`config.mk`:
```
export PLATFORM = sky130hd
export DESIGN_NAME = impulse_executor
export DESIGN_NICKNAME = d
export VERILOG_FILES = /design/src/rtl/impulse_pkg.sv /design/src/rtl/seg_timer.sv /design/src/rtl/impulse_executor.sv
export SDC_FILE = /design/constraint.sdc
export NUM_CORES = 2
export LEC_CHECK = 0
export CAP_MARGIN = 20
export CELL_PAD_IN_SITES_DETAIL_PLACEMENT = 0
export CELL_PAD_IN_SITES_GLOBAL_PLACEMENT = 1
export CORE_MARGIN = 8
export CORE_UTILIZATION = 43
export DETAILED_ROUTE_END_ITERATION = 10
export PLACE_DENSITY = 0.81
export SETUP_SLACK_MARGIN = 0.15
export SYNTH_ARGS = -nofsm -noshare
export SYNTH_HDL_FRONTEND = slang
export SYNTH_SLANG_ARGS = --single-unit
```
`constraint.sdc`:
```
create_clock -name CLK -period 5.8 [get_ports CLK]
set_input_delay 0.87 -clock CLK [delete_from_list [all_inputs] [get_ports CLK]]
set_output_delay 0.87 -clock CLK [all_outputs]
set_load 0.01 [all_outputs]
```
`src/rtl/impulse_pkg.sv`:
```
// Shared types for the impulse burst executor: FSM states, impulse type
// codes and the packed command word delivered by the command-memory writer.
package impulse_pkg;

    typedef enum logic [2:0] {
        S_IDLE,
        S_ARMED,
        S_BLANK1,
        S_PULSE,
        S_GAP,
        S_BLANK2,
        S_DONE
    } state_e;

    localparam logic [1:0] TYPE_FIXED = 2'd0;
    localparam logic [1:0] TYPE_CHIRP = 2'd1;
    localparam logic [1:0] TYPE_STEP  = 2'd2;
    localparam logic [1:0] TYPE_ALT   = 2'd3;

    localparam int REQ_LEN_MIN = 3;

    // 338-bit command word, same field order as the writer's memory word
    typedef struct packed {
        logic [47:0] freq;
        logic [47:0] freq_step;
        logic [31:0] freq_rate;
        logic [63:0] time_start;
        logic [15:0] n_impuls;
        logic [1:0]  type_impulse;
        logic [31:0] ti;
        logic [31:0] tp;
        logic [31:0] tblank1;
        logic [31:0] tblank2;
    } cmd_t;

    // Off-time between impulses; a period shorter than the width means none
    function automatic logic [31:0] gap_len(input logic [31:0] ti,
                                            input logic [31:0] tp);
        return (tp > ti) ? tp - ti : 32'd0;
    endfunction

endpackage

```
`src/rtl/seg_timer.sv`:
```
// Loadable 32-bit down-counter that saturates at zero.
// Ports: clk, rst (sync, active-high), load/load_val, zero (count == 0).
module seg_timer (
    input  logic        clk,
    input  logic        rst,
    input  logic        load,
    input  logic [31:0] load_val,
    output logic        zero
);

    logic [31:0] count_q;
    logic [31:0] count_d;

    always_comb begin
        count_d = count_q;
        if (load) begin
            count_d = load_val;
        end else if (count_q != 32'd0) begin
            count_d = count_q - 32'd1;
        end
    end

    always_ff @(posedge clk) begin
        if (rst) begin
            count_q <= '0;
        end else begin
            count_q <= count_d;
        end
    end

    assign zero = (count_q == 32'd0);

endmodule

```
`src/rtl/impulse_executor.sv`:
```
// Plays out one impulse burst per command: blank1, N impulses, blank2, then
// a REQ_COMM pulse. Ports: CLK/rst, TIME, DATA_WR + *_z command fields in;
// PULSE, BLANK, FREQ_OUT, FREQ_VALID, REQ_COMM, BUSY, CMD_LATE out.
module impulse_executor
    import impulse_pkg::*;
#(
    parameter int REQ_LEN = 4
) (
    input  logic        CLK,
    input  logic        rst,
    input  logic [63:0] TIME,
    input  logic        DATA_WR,
    input  logic [47:0] FREQ_z,
    input  logic [47:0] FREQ_STEP_z,
    input  logic [31:0] FREQ_RATE_z,
    input  logic [63:0] TIME_START_z,
    input  logic [15:0] N_impuls_z,
    input  logic [1:0]  TYPE_impulse_z,
    input  logic [31:0] Interval_Ti_z,
    input  logic [31:0] Interval_Tp_z,
    input  logic [31:0] Tblank1_z,
    input  logic [31:0] Tblank2_z,
    output logic        PULSE,
    output logic        BLANK,
    output logic [47:0] FREQ_OUT,
    output logic        FREQ_VALID,
    output logic        REQ_COMM,
    output logic        BUSY,
    output logic        CMD_LATE
);

    // The writer's 3-flop edge detector needs at least REQ_LEN_MIN cycles
    localparam int REQ_CYC = (REQ_LEN < REQ_LEN_MIN) ? REQ_LEN_MIN : REQ_LEN;

    state_e      state_q, state_d;
    cmd_t        act_q, act_d;
    cmd_t        pend_q, pend_d;
    cmd_t        new_cmd;
    logic        pv_q, pv_d;
    logic        first_q, first_d;
    logic [15:0] k_q, k_d;
    logic [47:0] fbase_q, fbase_d;
    logic [47:0] freq_q, freq_d;
    logic        pulse_q, pulse_d;
    logic        blank_q, blank_d;
    logic        req_q, req_d;
    logic        busy_q, busy_d;
    logic        late_q, late_d;

    logic        seg_load, seg_zero;
    logic [31:0] seg_val;
    logic        rate_load, rate_zero;
    logic [31:0] rate_val;

    logic        wr_act;
    logic        want_b1, want_gap, want_train, want_b2, want_done;
    logic        enter_pulse;
    logic [31:0] gap;
    logic [16:0] k_inc;
    logic [16:0] n_ext;

    assign new_cmd = '{
        freq:         FREQ_z,
        freq_step:    FREQ_STEP_z,
        freq_rate:    FREQ_RATE_z,
        time_start:   TIME_START_z,
        n_impuls:     N_impuls_z,
        type_impulse: TYPE_impulse_z,
        ti:           Interval_Ti_z,
        tp:           Interval_Tp_z,
        tblank1:      Tblank1_z,
        tblank2:      Tblank2_z
    };

    assign gap   = gap_len(act_q.ti, act_q.tp);
    assign k_inc = {1'b0, k_q} + 17'd1;
    assign n_ext = {1'b0, act_q.n_impuls};

    seg_timer u_seg (
        .clk      (CLK),
        .rst      (rst),
        .load     (seg_load),
        .load_val (seg_val),
        .zero     (seg_zero)
    );

    seg_timer u_rate (
        .clk      (CLK),
        .rst      (rst),
        .load     (rate_load),
        .load_val (rate_val),
        .zero     (rate_zero)
    );

    always_comb begin
        state_d     = state_q;
        act_d       = act_q;
        pend_d      = pend_q;
        pv_d        = pv_q;
        first_d     = first_q;
        k_d         = k_q;
        fbase_d     = fbase_q;
        freq_d      = freq_q;
        late_d      = 1'b0;
        seg_load    = 1'b0;
        seg_val     = '0;
        rate_load   = 1'b0;
        rate_val    = '0;
        want_b1     = 1'b0;
        want_gap    = 1'b0;
        want_train  = 1'b0;
        want_b2     = 1'b0;
        want_done   = 1'b0;
        enter_pulse = 1'b0;

        // A write lands in act when nothing is running, including the
        // final DONE cycle; otherwise it is queued in pend.
        wr_act = DATA_WR && (state_q == S_IDLE || state_q == S_ARMED ||
                             (state_q == S_DONE && seg_zero));

        unique case (state_q)
            S_IDLE: begin
                if (pv_q && !wr_act) begin
                    act_d   = pend_q;
                    pv_d    = 1'b0;
                    first_d = 1'b1;
                    state_d = S_ARMED;
                end
            end
            S_ARMED: begin
                first_d = 1'b0;
                if (!wr_act && TIME >= act_q.time_start) begin
                    late_d  = first_q && (TIME > act_q.time_start);
                    want_b1 = 1'b1;
                    k_d     = '0;
                    fbase_d = act_q.freq;
                end
            end
            S_BLANK1: begin
                if (seg_zero) begin
                    if (act_q.n_impuls != 16'd0) want_train = 1'b1;
                    else                         want_b2    = 1'b1;
                end
            end
            S_PULSE: begin
                if (seg_zero) want_gap = 1'b1;
            end
            S_GAP: begin
                if (seg_zero) begin
                    k_d     = k_inc[15:0];
                    fbase_d = fbase_q + act_q.freq_step;
                    if (k_inc < n_ext) want_train = 1'b1;
                    else               want_b2    = 1'b1;
                end
            end
            S_BLANK2: begin
                if (seg_zero) want_done = 1'b1;
            end
            S_DONE: begin
                if (seg_zero) state_d = S_IDLE;
            end
            default: state_d = S_IDLE;
        endcase

        // Resolve the next segment, falling through zero-length ones in
        // the same cycle so none of them costs a clock.
        if (want_b1) begin
            if (act_q.tblank1 != 32'd0) begin
                state_d  = S_BLANK1;
                seg_load = 1'b1;
                seg_val  = act_q.tblank1 - 32'd1;
            end else if (act_q.n_impuls != 16'd0) begin
                want_train = 1'b1;
            end else begin
                want_b2 = 1'b1;
            end
        end

        if (want_gap) begin
            if (gap != 32'd0) begin
                state_d  = S_GAP;
                seg_load = 1'b1;
                seg_val  = gap - 32'd1;
            end else begin
                k_d     = k_inc[15:0];
                fbase_d = fbase_q + act_q.freq_step;
                if (k_inc < n_ext) want_train = 1'b1;
                else               want_b2    = 1'b1;
            end
        end

        if (want_train) begin
            if (act_q.ti != 32'd0) begin
                state_d     = S_PULSE;
                seg_load    = 1'b1;
                seg_val     = act_q.ti - 32'd1;
                enter_pulse = 1'b1;
            end else if (gap != 32'd0) begin
                state_d  = S_GAP;
                seg_load = 1'b1;
                seg_val  = gap - 32'd1;
            end else begin
                // Every impulse is empty: the whole train takes no time
                k_d     = act_q.n_impuls;
                want_b2 = 1'b1;
            end
        end

        if (want_b2) begin
            if (act_q.tblank2 != 32'd0) begin
                state_d  = S_BLANK2;
                seg_load = 1'b1;
                seg_val  = act_q.tblank2 - 32'd1;
            end else begin
                want_done = 1'b1;
            end
        end

        if (want_done) begin
            state_d  = S_DONE;
            seg_load = 1'b1;
            seg_val  = 32'(REQ_CYC - 1);
        end

        if (enter_pulse) begin
            unique case (act_q.type_impulse)
                TYPE_STEP:            freq_d = fbase_d;
                TYPE_CHIRP:           freq_d = act_q.freq;
                TYPE_FIXED, TYPE_ALT: freq_d = act_q.freq;
            endcase
            rate_load = 1'b1;
            rate_val  = act_q.freq_rate - 32'd1;
        end else if (state_q == S_PULSE && !seg_zero && rate_zero &&
                     act_q.type_impulse == TYPE_CHIRP &&
                     act_q.freq_rate != 32'd0) begin
            freq_d    = freq_q + act_q.freq_step;
            rate_load = 1'b1;
            rate_val  = act_q.freq_rate - 32'd1;
        end

        if (DATA_WR) begin
            if (wr_act) begin
                act_d   = new_cmd;
                first_d = 1'b1;
                state_d = S_ARMED;
            end else begin
                pend_d = new_cmd;
                pv_d   = 1'b1;
            end
        end

        pulse_d = (state_d == S_PULSE);
        blank_d = (state_d == S_BLANK1) || (state_d == S_BLANK2);
        req_d   = (state_d == S_DONE);
        busy_d  = !((state_d == S_IDLE) || (state_d == S_ARMED));
    end

    always_ff @(posedge CLK) begin
        if (rst) begin
            state_q <= S_IDLE;
            act_q   <= '0;
            pend_q  <= '0;
            pv_q    <= 1'b0;
            first_q <= 1'b0;
            k_q     <= '0;
            fbase_q <= '0;
            freq_q  <= '0;
            pulse_q <= 1'b0;
            blank_q <= 1'b0;
            req_q   <= 1'b0;
            busy_q  <= 1'b0;
            late_q  <= 1'b0;
        end else begin
            state_q <= state_d;
            act_q   <= act_d;
            pend_q  <= pend_d;
            pv_q    <= pv_d;
            first_q <= first_d;
            k_q     <= k_d;
            fbase_q <= fbase_d;
            freq_q  <= freq_d;
            pulse_q <= pulse_d;
            blank_q <= blank_d;
            req_q   <= req_d;
            busy_q  <= busy_d;
            late_q  <= late_d;
        end
    end

    assign PULSE      = pulse_q;
    assign FREQ_VALID = pulse_q;
    assign BLANK      = blank_q;
    assign FREQ_OUT   = freq_q;
    assign REQ_COMM   = req_q;
    assign BUSY       = busy_q;
    assign CMD_LATE   = late_q;

endmodule

```
==> metrics.yaml <==
status: "finished clean"
synth_compound_area_frac: 0.230
initial_core_util: 0.431
die_w_um: 351
end_kind: "flip-flop"
vias: 48200
multi_input_area_um2: 28800
maxCapViolCount: 0
hpwl_mm: 129
min_path_type: "flip-flop to flip-flop"
irDropWorstVdd_mv: 0.214
drc: 0
cpMostUsedCell: "o21ai_0"
avgViaCountPerCell: 5.74
io_pins: 459
p_leak_nw: 21.8
syn_to_final_growth_pct: 20.6
synth-adder-area-share: 0.0575
synthTopCellsByCount: "1627 x nand2_1, 862 x dfxtp_1, 690 x nor2_1"
cts_buffers: 102
r2r_setup_slack_ps: 400
drive_above_1_share: 0.0560
tritoncts: "done"
rsz0062_at_grt: "false"
hp-start: "pend_q[188]$_SDFFE_PP0P_"
core_um2: 112000
synth_top_area_frac: 0.358
root_buffer: "clkbuf_16"
ys_top_cells_by_area: "dfxtp_1 36%, nand2_1 13%, a21oi_1 6.7%"
setup_viol: 0
synth_flop_cell: "dfxtp_1"
fin_tns_setup_ps: 0
firstDrtPassIters: 6
post-cts-setup-buffer-count: 0
clock_latency_ps: 700
layout_setup_ws_ps: 397
wl_mm: 179
clockBufferDepth: 3
grt_first_pass_wirelength_mm: 273
synth_cells: 6519
crit_arrival_ps: 5970
max_freq_mhz: 185
hold_ws_ps: 452
routedWlPerCell_um: 21.3
synthMuxAreaShare: 0.00348
ys_seq_area_frac: 0.358
synth-simple-area-share: 0.249
syn_area_per_cell_um2: 7.40
seq_area_um2: 17300
synth_cell_types: 96
fp.dieH_um: 351
min_to: "pend_q[188]$_SDFFE_PP0P_"
fillCellCount: 11000
rows: 123
worstHoldPathCells: 2
synth_nets: 7144
path_cells: "inv_1 -> ha_1 -> a21oi_1 -> o21ai_0 -> o41ai_1 -> buf_4 -> nor3b_1 -> nand3_1 -> and4b_1 -> nor4_1 -> and3_1 -> and4_1 -> buf_4 -> o21ai_0 -> nand2_1 -> o22ai_1 -> a21oi_1 -> o21ai_0"
yosysTopAreaCell: "dfxtp_1"
power_density_nw_per_um2: 322
synthXorXnorAreaFrac: 0.0545
htree_levels: 3
synth-seq-cells: 862
dieArea_um2: 123000
nets: 7427
synth_top_family_by_area: "simple AND/OR/NAND/NOR gates"
dp_slack_ps: 302
worst_pin_slew_ps: 1130
antenna_found_initial: 33
clock_skew_ps: 23.7
total_power_mw: 18.7
first_iter_violations: 4354
r2r_end: "FREQ_OUT[38]$_SDFFE_PP0N_"
slowest_delay_ps: 540
final_util: 0.520
hold_violations: 0
postRouteAntennaNets: 0
critPathSlowestCell: "nor4_1"
ys_async_sr_fraction: 0
grt_pass1_vias: 45400
gp_congestion: 1.01
grt.total_usage: 0.277
worst-setup-path-type: "flip-flop to flip-flop"
cp_max_fo: 8
timing.final.crit_period_ps: 5400
slew_headroom: 0.239
clkSinkCount: 862
timing.final.crit_share: 0.932
ff2ff_path_depth: 18
netlist_area_um2: 48200
cp.required_ps: 6360
slew_viol_final: 0
overflow: 0
cp-start-kind: "flip-flop"
yosysMostFrequentCell: "nand2_1"
clk_pin_slew_ps: 60
synth_edf_count: 0
grt_max_degree: 202
numPortBuffers: 458
ys_warn_count: 0
rr_startpoint: "act_q[118]$_SDFF_PP0_"
==> placed cells by master (no fill, tap or decap), types with 32 or more instances in the layout <==
| cell type | netlist | routed |
|---|---|---|
| o21ai_0 | 172 | 171 |
| a21oi_1 | 649 | 647 |
| a22oi_1 | 37 | 36 |
| dfxtp_1 | 862 | 862 |
| a211o_1 | 32 | 32 |
| nor3_1 | 100 | 96 |
| ha_1 | 217 | 217 |
| xor2_1 | 129 | 129 |
| nand2b_1 | 32 | 32 |
| clkbuf_16 | 0 | 104 |
| inv_1 | 167 | 167 |
| xnor2_1 | 171 | 171 |
| nor4_1 | 61 | 61 |
| nor2_1 | 690 | 689 |
| nand3_1 | 79 | 78 |
| nand4_1 | 45 | 45 |
| clkdlybuf4s50_1 | 0 | 457 |
| nand2_1 | 1627 | 1622 |
| a211oi_1 | 74 | 74 |
| a311oi_1 | 339 | 339 |
| and3_1 | 43 | 43 |
| buf_4 | 9 | 123 |
| a21o_1 | 92 | 92 |
==> how the worst max path moves through the flow <==
stage	start	end	slack, ps	cells after the start
6_report	act_q[118]$_SDFF_PP0_	FREQ_OUT[38]$_SDFFE_PP0N_	400	18
3_5_place_dp	TIME[37]	BLANK$_SDFF_PP0_	300	16
3_3_place_gp	TIME[7]	BLANK$_SDFF_PP0_	380	16
2_1_floorplan	act_q[64]$_SDFF_PP0_	BLANK$_SDFF_PP0_	550	24
4_1_cts	act_q[97]$_SDFF_PP0_	FREQ_OUT[34]$_SDFFE_PP0N_	410	16
5_1_grt	act_q[97]$_SDFF_PP0_	FREQ_OUT[14]$_SDFFE_PP0N_	150	16
==> cells by family (layout without fill, tap and decap cells) <==
group / count (synthesis) / in the layout
XOR/XNOR: 300 / 300
AO/OA/AOI/OAI: 1670 / 1670
multiplexers: 16 / 16
flip-flops: 862 / 862
AND/OR/NAND/NOR: 2858 / 2858
buffers and inverters: 593 / 964
adder cells (fa/ha/maj): 220 / 220
other: 0 / 12
==> final cells by class <==
cell class	count	area share
multi-input combinational	5064	0.495
sequential	862	0.297
timing repair buffer	605	0.103
clock buffer	150	0.0518
tap	1500	0.0323
inverter	167	0.0108
clock inverter	42	0.00974
antenna	12	0.000516
==> per-layer routing <==
layer	wire length, µm	GRT usage	vias up
met1	81000	0.389	22900
met2	77400	0.424	1618
li1	-	-	23400
met5	240	0	-
met3	16400	0.0711	248
met4	3700	0.0641	36
==> sequential cells by signal, indices dropped and copies added (netlist names), 3 cells and up <==
signal	flops
u_rate.count_q	32
pend_q	338
act_q	338
u_seg.count_q	32
k_q	16
FREQ_OUT	48
state_q	3
fbase_q	48
==> through the flow <==
stage / instance area, µm² / std cells
finish: 58200 / 8402
global route: 58100 / 8392
CTS: 58100 / 8390
detailed placement: 54500 / 8198
global placement: 54500 / 8197
floorplan: 48200 / 6519
==> where the power goes <==
group	switching (mW)	internal, mW
sequential	0.516	6.44
clock	2.74	4.10
combinational	2.99	1.96
==> repair_timing <==
item	4_1_cts	5_1_grt
gates resized for setup	0	8
setup endpoints to repair	0	63
hold buffers	0	0
==> worst max-delay path: cells and delay by family, from the launching register on <==
kind            cells  cell delay (ps)
compound gates      7             1670
fa+ha+maj           1              430
buf+inv             3              580
flops               1              340
simple gates        7             2270
Note: power is estimated with default switching activity, not from simulation.
